==> src/rtl/fetch_ctrl.sv <==
// Instruction-fetch controller: single-outstanding imem read, held instruction behind
// valid/ready, immediate extraction and branch/jump resolution for the PC block.
module fetch_ctrl #(
    parameter int unsigned TIMEOUT = 15
) (
    input  logic        clk,
    input  logic        rst,
    input  logic [31:0] PC,
    output logic        imem_req,
    output logic [31:0] imem_addr,
    input  logic [31:0] imem_rdata,
    input  logic        imem_rvalid,
    output logic [31:0] instr,
    output logic        instr_valid,
    input  logic        instr_ready,
    input  logic        EQ,
    output logic        pc_en,
    output logic        PCsrc,
    output logic [31:0] ImmOp,
    output logic [7:0]  timeout_cnt
);

    localparam logic [1:0] S_REQ  = 2'd0;
    localparam logic [1:0] S_WAIT = 2'd1;
    localparam logic [1:0] S_HOLD = 2'd2;

    // Last wait-count value before a reissue; WAIT lasts TIMEOUT cycles in total.
    localparam logic [7:0] WAIT_LAST = 8'(TIMEOUT - 1);

    localparam logic [6:0] OP_IMM    = 7'b0010011;
    localparam logic [6:0] OP_LOAD   = 7'b0000011;
    localparam logic [6:0] OP_JALR   = 7'b1100111;
    localparam logic [6:0] OP_STORE  = 7'b0100011;
    localparam logic [6:0] OP_BRANCH = 7'b1100011;
    localparam logic [6:0] OP_LUI    = 7'b0110111;
    localparam logic [6:0] OP_AUIPC  = 7'b0010111;
    localparam logic [6:0] OP_JAL    = 7'b1101111;

    logic [1:0] state;
    logic [7:0] wait_cnt;
    logic [6:0] opcode;
    logic [2:0] funct3;

    assign opcode      = instr[6:0];
    assign funct3      = instr[14:12];
    assign imem_req    = (state == S_REQ);
    assign imem_addr   = PC;
    assign instr_valid = (state == S_HOLD);
    assign pc_en       = (state == S_HOLD) && instr_ready;

    // Fetch sequencing, instruction capture and request-timeout bookkeeping.
    always_ff @(posedge clk) begin
        if (rst) begin
            state       <= S_REQ;
            wait_cnt    <= 8'd0;
            instr       <= 32'd0;
            timeout_cnt <= 8'd0;
        end else begin
            case (state)
                S_REQ: begin
                    wait_cnt <= 8'd0;
                    state    <= S_WAIT;
                end
                S_WAIT: begin
                    if (imem_rvalid) begin
                        instr <= imem_rdata;
                        state <= S_HOLD;
                    end else if (wait_cnt == WAIT_LAST) begin
                        wait_cnt <= 8'd0;
                        state    <= S_REQ;
                        if (timeout_cnt != 8'hFF) begin
                            timeout_cnt <= timeout_cnt + 8'd1;
                        end else begin
                            timeout_cnt <= timeout_cnt;
                        end
                    end else begin
                        wait_cnt <= wait_cnt + 8'd1;
                    end
                end
                S_HOLD: begin
                    if (instr_ready) begin
                        state <= S_REQ;
                    end else begin
                        state <= S_HOLD;
                    end
                end
                default: begin
                    state <= S_REQ;
                end
            endcase
        end
    end

    // Immediate decode by instruction format.
    always_comb begin
        ImmOp = 32'd0;
        case (opcode)
            OP_IMM, OP_LOAD, OP_JALR:
                ImmOp = {{20{instr[31]}}, instr[31:20]};
            OP_STORE:
                ImmOp = {{20{instr[31]}}, instr[31:25], instr[11:7]};
            OP_BRANCH:
                ImmOp = {{19{instr[31]}}, instr[31], instr[7], instr[30:25], instr[11:8], 1'b0};
            OP_LUI, OP_AUIPC:
                ImmOp = {instr[31:12], 12'd0};
            OP_JAL:
                ImmOp = {{11{instr[31]}}, instr[31], instr[19:12], instr[20], instr[30:21], 1'b0};
            default:
                ImmOp = 32'd0;
        endcase
    end

    // Take-target decision; JALR deliberately falls through to PC+4.
    always_comb begin
        PCsrc = 1'b0;
        if (pc_en) begin
            case (opcode)
                OP_JAL: PCsrc = 1'b1;
                OP_BRANCH: begin
                    case (funct3)
                        3'b000:  PCsrc = EQ;
                        3'b001:  PCsrc = ~EQ;
                        default: PCsrc = 1'b0;
                    endcase
                end
                default: PCsrc = 1'b0;
            endcase
        end else begin
            PCsrc = 1'b0;
        end
    end

endmodule

==> config.mk <==
export PLATFORM = sky130hd
export DESIGN_NAME = fetch_ctrl
export DESIGN_NICKNAME = d
export VERILOG_FILES = /design/src/rtl/fetch_ctrl.sv
export SDC_FILE = /design/constraint.sdc
export NUM_CORES = 1
export LEC_CHECK = 0
export ABC_AREA = 0
export BUFFER_PORTS_ARGS = -buffer_cell sky130_fd_sc_hd__buf_4
export CAP_MARGIN = 10
export CELL_PAD_IN_SITES_DETAIL_PLACEMENT = 1
export CELL_PAD_IN_SITES_GLOBAL_PLACEMENT = 1
export CORE_MARGIN = 2
export CORE_UTILIZATION = 28
export CTS_CLUSTER_SIZE = 8
export DETAILED_ROUTE_END_ITERATION = 16
export GPL_TIMING_DRIVEN = 0
export PLACE_DENSITY = 0.87
export SLEW_MARGIN = 20
export SYNTH_ARGS = -nofsm -noshare
export SYNTH_HDL_FRONTEND = slang
export SYNTH_SLANG_ARGS = --single-unit
==> constraint.sdc <==
create_clock -name clk -period 2.75 [get_ports clk]
set_input_delay 0.6875 -clock clk [delete_from_list [all_inputs] [get_ports clk]]
set_output_delay 0.6875 -clock clk [all_outputs]
set_load 0.005 [all_outputs]
Word level (Yosys, flattened, before mapping) --
Index checks and enable logic that the tools add are counted.
Storage, ports and cells: register bits 50
Operators by class: bitwise operators 2, eq/ne operators 15, add/subtract/negate cells 2, mux-type cells 11, reduce and logical (&&, ||, !) cells 9
Operators by type and width (number):
- $pmux W32 S5 | 1
- $eq A7 B7 Y1 const B | 3
- $add A8 B1 Y8 const B | 2
- $mux W8 | 2
- $pmux W8 S2 | 1
- $eq A7 B5 Y1 const B | 2
- $eq A7 B6 Y1 const B | 2
- $eq A8 B4 Y1 const B | 1
- $ne A8 B8 Y1 const B | 1
- $eq A7 B2 Y1 const B | 1
- $mux W2 | 3
- $pmux W2 S3 | 1
- $pmux W1 S2 | 2
- $reduce_and A2 Y1 | 2
- $reduce_and A4 Y1 | 1
- $eq A3 B1 Y1 const B | 1
- $logic_not A3 Y1 | 1
- $ne A3 B3 Y1 const B | 1
- $reduce_or A3 Y1 | 1
- $eq A2 B1 Y1 const B | 1
- $eq A2 B2 Y1 const B | 1
- $logic_not A2 Y1 | 1
- $ne A2 B2 Y1 const B | 1
- $not A1 Y1 | 2
- other kinds (4) | 4

Longest topological paths before layout --
Gate-level depths: netlist of run 1.
depth in word-level cells 4, gate-level depth with buffers 8

Least setup slack after synthesis of run 1 --
OpenSTA, ideal clock, no wires.
kind register -> output, start point register instr[3], end point output ImmOp[21], cell stages (with the launch flop) 9, path slack 0.267 ns, buffers on the path 3, data arrival time 1.795 ns, cells stage by stage dfxtp_1 -> clkbuf_1 -> nor4bb_1 -> and2_1 -> clkbuf_1 -> or2_2 -> nand2_1 -> clkbuf_1 -> nand2_1
On the way: cells in the longest elaborated chain, start to end 3, elaborated cells between the ends (all ways) 11
RTL lines:
- from (decl) | line 13 | output logic [31:0] instr,
- from (signal assigned) | line 66 | instr <= imem_rdata;
- $eq A7 B5 Y1, or another cell as far along | line 97 | case (opcode)
- $reduce_or A3 Y1 or $reduce_or A2 Y1 (tied branches) | line 97
- $pmux W32 S5 (*) | line 97
- to (decl) | line 19 | output logic [31:0] ImmOp,
Every way passes the cells marked *; elsewhere a longest branch is shown, timed or not.

Final worst setup path of run 1 --
start point register instr[2], end point output ImmOp[21]
Same word-level chain as after synthesis.

==> results.txt, run 1 <==
max incr delay on CP - 0.40 ns
Power per Cell Area - 367.2 mW/mm^2
Seq pwr share - 0.518
#FFs+latches synth - 50
Max Cap Violations - 0
Most Crowded Layer GR - met2
most common cell after layout, fill and taps aside - buf_4
Max Fclk - 375.1 MHz
Clk pwr share - 0.302
Fill cells - 1184
Final Hold Fails - 0
Synth Area per Inst - 7.442 sq um
DR vias - 3082
Design Area, Final - 0.004133 sq mm
area growth from synthesis to layout - 52.14%
Core Region - 0.009328 sq mm
area of the multi-input gates - 0.001409 sq mm
largest delay contributor family on the critical path - simple AND/OR/NAND/NOR gates
synthesized area - 0.002716 sq mm
Post-synth EDFFs - 0
CP Data Required Time - 2.06 ns
commonest non-fill, non-tap cells in the layout - 179 x buf_4, 100 x nand2_1, 44 x dfxtp_1
Comb pwr share - 0.180
Yosys top cell by area - dfxtp_1
NetSw - 409.1 uW
register area - 0.001013 sq mm
Lkg Pwr - 1.912 nW
chip height - 102.5 um
Final Setup Violations - 0
Post-Route WL - 9.896 mm
Final #Nets - 589
die area - 0.01051 sq mm
vias in the first global route - 2993
sequential area share after synthesis - 0.3685
Vias/cell - 4.764
largest net degree at the start of global routing - 16
crit end category - output port
Post-DP Area - 0.003959 sq mm
switch share - 0.2696
Yosys warnings - 0
worst hold slack - 0.4898 ns
crit-path max FO - 10
Worst Tran Pin Value - 0.6057 ns
Int Power - 1.108 mW
Cells after Synth - 365
Clock transition at path regs - 0.10 ns
Row Count - 35
TritonCTS clock tree - built
post-route ant nets - 0
gpl congestion - 0.8608
Net Count, Synth - 437
worst path bufs/invs - 2
FFs w/ async S/R, synth - 0
residual DRC count - 0
Most common cell on crit path - nand2_1
met3 usage - 0.03390
Overall Global Routing Usage - 0.1755
CTS buffer count - 5
hold buffers post-CTS - 0
HP Class - flip-flop to flip-flop
worst skew pair latency - 0.31 ns
CP startpoint kind - flip-flop
fin crit period - 2.666 ns
top-area cell type share of the netlist area - 0.3685
Pwr Total - 1.518 mW
critical path class - flip-flop to output port
crit path cell chain - nand3_2, a2bb2o_4, or2_2, nand2_1, clkbuf_8, nand2_1, buf_4
CTS root buffer - clkbuf_8
post-synth cell types - 42
Critical Path AT - 1.98 ns
reg2reg setup slack - 0.34 ns
ranking of synthesized cells by area - dfxtp_1 37%, nand2_1 14%, buf_4 8.8%
clk_skew - 0.01004 ns
status - complete, no violations
die span in x - 102.5 um
first drt pass iteration count - 4
antenna violations before repair - 0
htree depth - 2
Core Util, Final - 0.4431
port buffer count - 144
CP max-delay cell - dfxtp_2
IO Pins - 177
# diodes - 0
starting density of the core - 0.2912
maximum VDD drop - 0.1667 mV
Sink Count - 50
global-route wire length before repair - 14.59 mm
layout cells sized above 1 - 0.3977
Final Max Tran Viols - 0
maximum buffer depth of the clock tree - 2
WL per Instance - 15.30 um
met1 Usage GRT - 0.2028
DP HPWL - 7.998 mm
Tcrit/Tclk final - 0.9695
global route overflow - 0
initial DRC count - 77
met2 usage - 0.3384
Top FF cell, synth - dfxtp_1
Max-slew headroom - 0.5931
[cell usage after synthesis, drive strengths merged, types with 2 or more instances]
cell type	n
nand2	100
dfxtp	50
a21oi	41
buf	32
nor2	22
clkbuf	16
nand3	12
a21o	9
and2	9
nor3	7
o21ai	7
a22o	5
nor2b	5
inv	4
nor3b	4
or3	4
xnor2	4
ha	3
nand3b	3
nand4	3
a31oi	2
mux2i	2
nand2b	2
or2	2
[power groups by stage]
| stage | Sequential (mW) | Clock, mW | Combinational [mW] |
|---|---|---|---|
| 2_1_floorplan | 0.792 | 0 | 0.124 |
| 3_3_place_gp | 0.797 | 0 | 0.267 |
| 3_5_place_dp | 0.799 | 0 | 0.277 |
| 4_1_cts | 0.786 | 0.477 | 0.277 |
| 5_1_grt | 0.791 | 0.505 | 0.302 |
| 6_report | 0.785 | 0.459 | 0.274 |
[what timing repair did]
action / in CTS / in global routing
gates resized for setup: 15 / 5
buffers inserted: 1 / 2
pin swaps: 0 / 2
endpoints found under the setup margin: 32 / 18
[flip-flops by register name (all words and copies together), names as in the netlist]
register / cells
wait_cnt: 8
timeout_cnt: 8
instr: 32
state: 2
[kinds of logic after synthesis]
family          share of synthesized area
buf+inv                            0.1281
mux                              0.007370
compound gates                     0.1631
xor+xnor                          0.01612
simple gates                       0.3031
fa+ha+maj                         0.01382
flops                              0.3685
[final timing paths]
kind / startpoint / endpoint / depth (start not counted)
min reg2reg: instr[4]$_SDFFE_PP0P_ / instr[4]$_SDFFE_PP0P_ / 2
max reg2reg: wait_cnt[0]$_SDFFE_PP0P_ / timeout_cnt[7]$_SDFFE_PP0P_ / 7
max: instr[2]$_SDFFE_PP0P_ / ImmOp[21] / 7
min: instr[4]$_SDFFE_PP0P_ / instr[4]$_SDFFE_PP0P_ / 2
[stage by stage]
stage,TNS [ns],setup WS (ns),instances
final,0,0.08393,647
after global routing,-0.08312,-0.01667,647
after CTS,0,0.005484,645
after detailed placement,-3.254,-0.3510,638
after global placement,-2.590,-0.2649,638
after floorplan,0,0.2675,365
[worst reg2reg max path, cell delays in order (launching register included)]
cell     delay [ns]
dfxtp_1        0.36
inv_1          0.10
ha_1           0.14
or4b_1         0.46
or3_4          0.38
or3_4          0.43
or3_1          0.32
a21oi_1        0.15
[cell type report]
type	instances	share of cell area
clock buffers	6	0.01998
well taps	129	0.03906
repair buffers	147	0.2670
multi-input cells	262	0.3409
inverters	4	0.003633
plain buffers	47	0.08114
flip-flops and latches	50	0.2452
clock inverters	2	0.003028
[routing by layer]
metal	wire, um	share of wire
met5	0	0
met4	90	0.0091
met3	809	0.082
met2	5187	0.52
met1	3808	0.38
Power figures use the tool's default switching activity.
==> inputs of run 2 (changes only) <==
--- a/config.mk
+++ b/config.mk
@@ -9,9 +9,9 @@
 export BUFFER_PORTS_ARGS = -buffer_cell sky130_fd_sc_hd__buf_4
 export CAP_MARGIN = 10
 export CELL_PAD_IN_SITES_DETAIL_PLACEMENT = 1
-export CELL_PAD_IN_SITES_GLOBAL_PLACEMENT = 1
+export CELL_PAD_IN_SITES_GLOBAL_PLACEMENT = 2
 export CORE_MARGIN = 2
-export CORE_UTILIZATION = 28
+export CORE_UTILIZATION = 21
 export CTS_CLUSTER_SIZE = 8
 export DETAILED_ROUTE_END_ITERATION = 16
 export GPL_TIMING_DRIVEN = 0
==> results.txt, run 2 (synthesis gave the netlist of run 1 again) <==
starting density of the core - 0.2152 (-0.07597)
Overall Global Routing Usage - 0.1422 (-0.03328)
Comb pwr share - 0.155 (-0.025)
unrepaired setup endpoints after global routing - no
maximum buffer depth of the clock tree - 2 (unchanged)
Most common cell on crit path - buf_4
fin crit period - 2.640 ns (-0.02583 ns)
setup slack at placement - -0.3826 ns (-0.03161 ns)
Final Setup Violations - 0 (unchanged)
HP Start - instr[10]$_SDFFE_PP0P_
max incr delay on CP - 0.39 ns (about the same)
die span in x - 117.7 um (+15%)
RR Endpoint - timeout_cnt[7]$_SDFFE_PP0P_
Final Hold Fails - 0 (unchanged)
Inst Count DP - 681 (+6.7%)
CP max-delay cell - dfxtp_2
Clock transition at path regs - 0.07 ns (-0.03 ns)
Worst Tran Pin Value - 0.6179 ns (+0.01218 ns)
first drt pass iteration count - 4 (unchanged)
HP Class - flip-flop to flip-flop
area of the multi-input gates - 0.001409 sq mm (unchanged)
Row Count - 41 (+17%)
DP HPWL - 8.088 mm (+1.1%)
max FFs per register - 32 (unchanged)
Max Fclk - 378.8 MHz (+0.98%)
Max-slew headroom - 0.5858 (-0.007261)
register bank with the most flops - instr
Clk pwr share - 0.401 (+0.099)
initial DRC count - 73 (-5.2%)
hold buffers post-CTS - 0 (unchanged)
worst setup slack after layout - 0.1098 ns (+0.02583 ns)
Sink Count - 50 (unchanged)
htree depth - 2 (unchanged)
port buffer count - 144 (unchanged)
area growth from synthesis to layout - 56.15%
Core Region - 0.01262 sq mm (+35%)
clk_skew - 0.008835 ns (-0.001202 ns)
switch share - 0.2447 (-0.02486)
WL per Instance - 14.52 um (-5.1%)
crit end category - output port
Post-Route WL - 10.01 mm (+1.1%)
global route overflow - 0 (unchanged)
Hold Path Sink - instr[10]$_SDFFE_PP0P_
Design Area, Final - 0.004242 sq mm (+2.6%)
Int Power - 1.336 mW (+21%)
final std cells w/o fill - 689 (+6.5%)
most common cell after layout, fill and taps aside - buf_4
residual DRC count - 0 (unchanged)
DR vias - 3042 (-1.3%)
Final #Nets - 588 (-0.17%)
# diodes - 0 (unchanged)
Max Cap Violations - 0 (unchanged)
reg2reg setup slack - 0.40 ns (+0.06 ns)
die area - 0.01386 sq mm (+32%)
Final Max Tran Viols - 0 (unchanged)
critical path class - flip-flop to output port
chip height - 117.7 um (+15%)
TritonCTS clock tree - built
layout cells sized above 1 - 0.3946 (-0.003099)
post-route ant nets - 0 (unchanged)
Critical Path AT - 1.95 ns (-0.03 ns)
Fill cells - 1583 (+34%)
Tcrit/Tclk final - 0.9601 (-0.009392)
vias in the first global route - 3186 (+6.4%)
Vias/cell - 4.415 (-7.3%)
NetSw - 433.1 uW (+5.8%)
crit path cell chain - nor4bb_4, and2_4, buf_4, a32oi_1, nor2b_1, buf_4
CP Data Required Time - 2.06 ns (about the same)
register area - 0.001011 sq mm (-0.25%)
crit-path max FO - 6 (-4)
maximum VDD drop - 0.2230 mV (+34%)
largest net degree at the start of global routing - 16 (unchanged)
CTS root buffer - clkbuf_16
CTS buffer count - 5 (unchanged)
commonest non-fill, non-tap cells in the layout - 179 x buf_4, 100 x nand2_1, 44 x dfxtp_1
Core Util, Final - 0.3361 (-0.1069)
Post-DP Area - 0.004013 sq mm (+1.4%)
final setup TNS - 0 ns (unchanged)
Power per Cell Area - 417.2 mW/mm^2 (+14%)
CP startpoint kind - flip-flop
status - complete, no violations
Lkg Pwr - 1.933 nW (+1.1%)
IO Pins - 177 (unchanged)
Top Registers - instr x32, timeout_cnt x8, wait_cnt x8
Hold Path Stages - 2 (unchanged)
global-route wire length before repair - 16.25 mm (+11%)
FF-to-FF Start - wait_cnt[0]$_SDFFE_PP0P_
antenna violations before repair - 0 (unchanged)
worst skew pair latency - 0.29 ns (-0.02 ns)
Worst R2R Path Depth - 7 (unchanged)
Seq pwr share - 0.444 (-0.074)
gpl congestion - 0.7905 (-8.2%)
run 2: cell count changes in the layout (fill, tap and decap cells not counted):
cell and delta:
clkbuf_8 -7, clkbuf_16 +5, bufinv_16 +1, clkbuf_1 +1, clkinv_2 -1, dfxtp_2 +1
dfxtp_4 -1
run 2: area by class of cell:
type / instances / share of cell area
plain buffers: 47 / 0.07758
clock buffers: 6 / 0.03038
clock inverters: 2 / 0.008850
inverters: 4 / 0.003540
multi-input cells: 262 / 0.3322
flip-flops and latches: 50 / 0.2383
well taps: 172 / 0.05074
repair buffers: 146 / 0.2584
run 2: worst max-delay path by stage:
stage | startpoint | to | cells after the start
after floorplan | instr[3]$_SDFFE_PP0P_ | ImmOp[21] | 8
after global placement | instr[3]$_SDFFE_PP0P_ | ImmOp[26] | 9
after detailed placement | instr[3]$_SDFFE_PP0P_ | ImmOp[26] | 9
after CTS | instr[6]$_SDFFE_PP0P_ | ImmOp[26] | 7
after global routing | instr[0]$_SDFFE_PP0P_ | ImmOp[26] | 7
final | instr[0]$_SDFFE_PP0P_ | PCsrc | 6
run 2: layer usage:
| layer | global-route usage | routed length [um] | vias up |
|---|---|---|---|
| met5 | 0 | 0 | - |
| met1 | 0.1665 | 4210 | 1422 |
| li1 | - | - | 1499 |
| met2 | 0.2613 | 5057 | 108 |
| met3 | 0.03149 | 578 | 13 |
| met4 | 0.03539 | 159 | 0 |
run 2: metrics by stage:
step,power [mW],hold WS (ns)
finish,1.769,0.4859
global route,1.853,0.5001
CTS,1.791,0.4860
detailed placement,1.077,0.4758
global placement,1.069,0.4619
floorplan,0.9160,0.4624
run 2: what timing repair did:
action / CTS / global route
gates cloned: 0 / 0
pin swaps: 1 / 2
setup endpoints to repair: 32 / 18
gates resized for setup: 13 / 6
setup buffers: 1 / 1
run 2: power groups by stage:
stage	registers [mW]	logic [mW]	clock network [mW]
2_1_floorplan	0.792	0.124	0
3_3_place_gp	0.798	0.271	0
3_5_place_dp	0.799	0.278	0
4_1_cts	0.786	0.279	0.727
5_1_grt	0.789	0.304	0.760
6_report	0.785	0.274	0.710
run 2: worst max-delay path, delay by kind of cell, from the launching register on:
family	cells	cell delay, ns
and+or+nand+nor	3	0.81
DFF	1	0.39
buffers and inverters	2	0.28
AOI/OAI and AO/OA	1	0.20
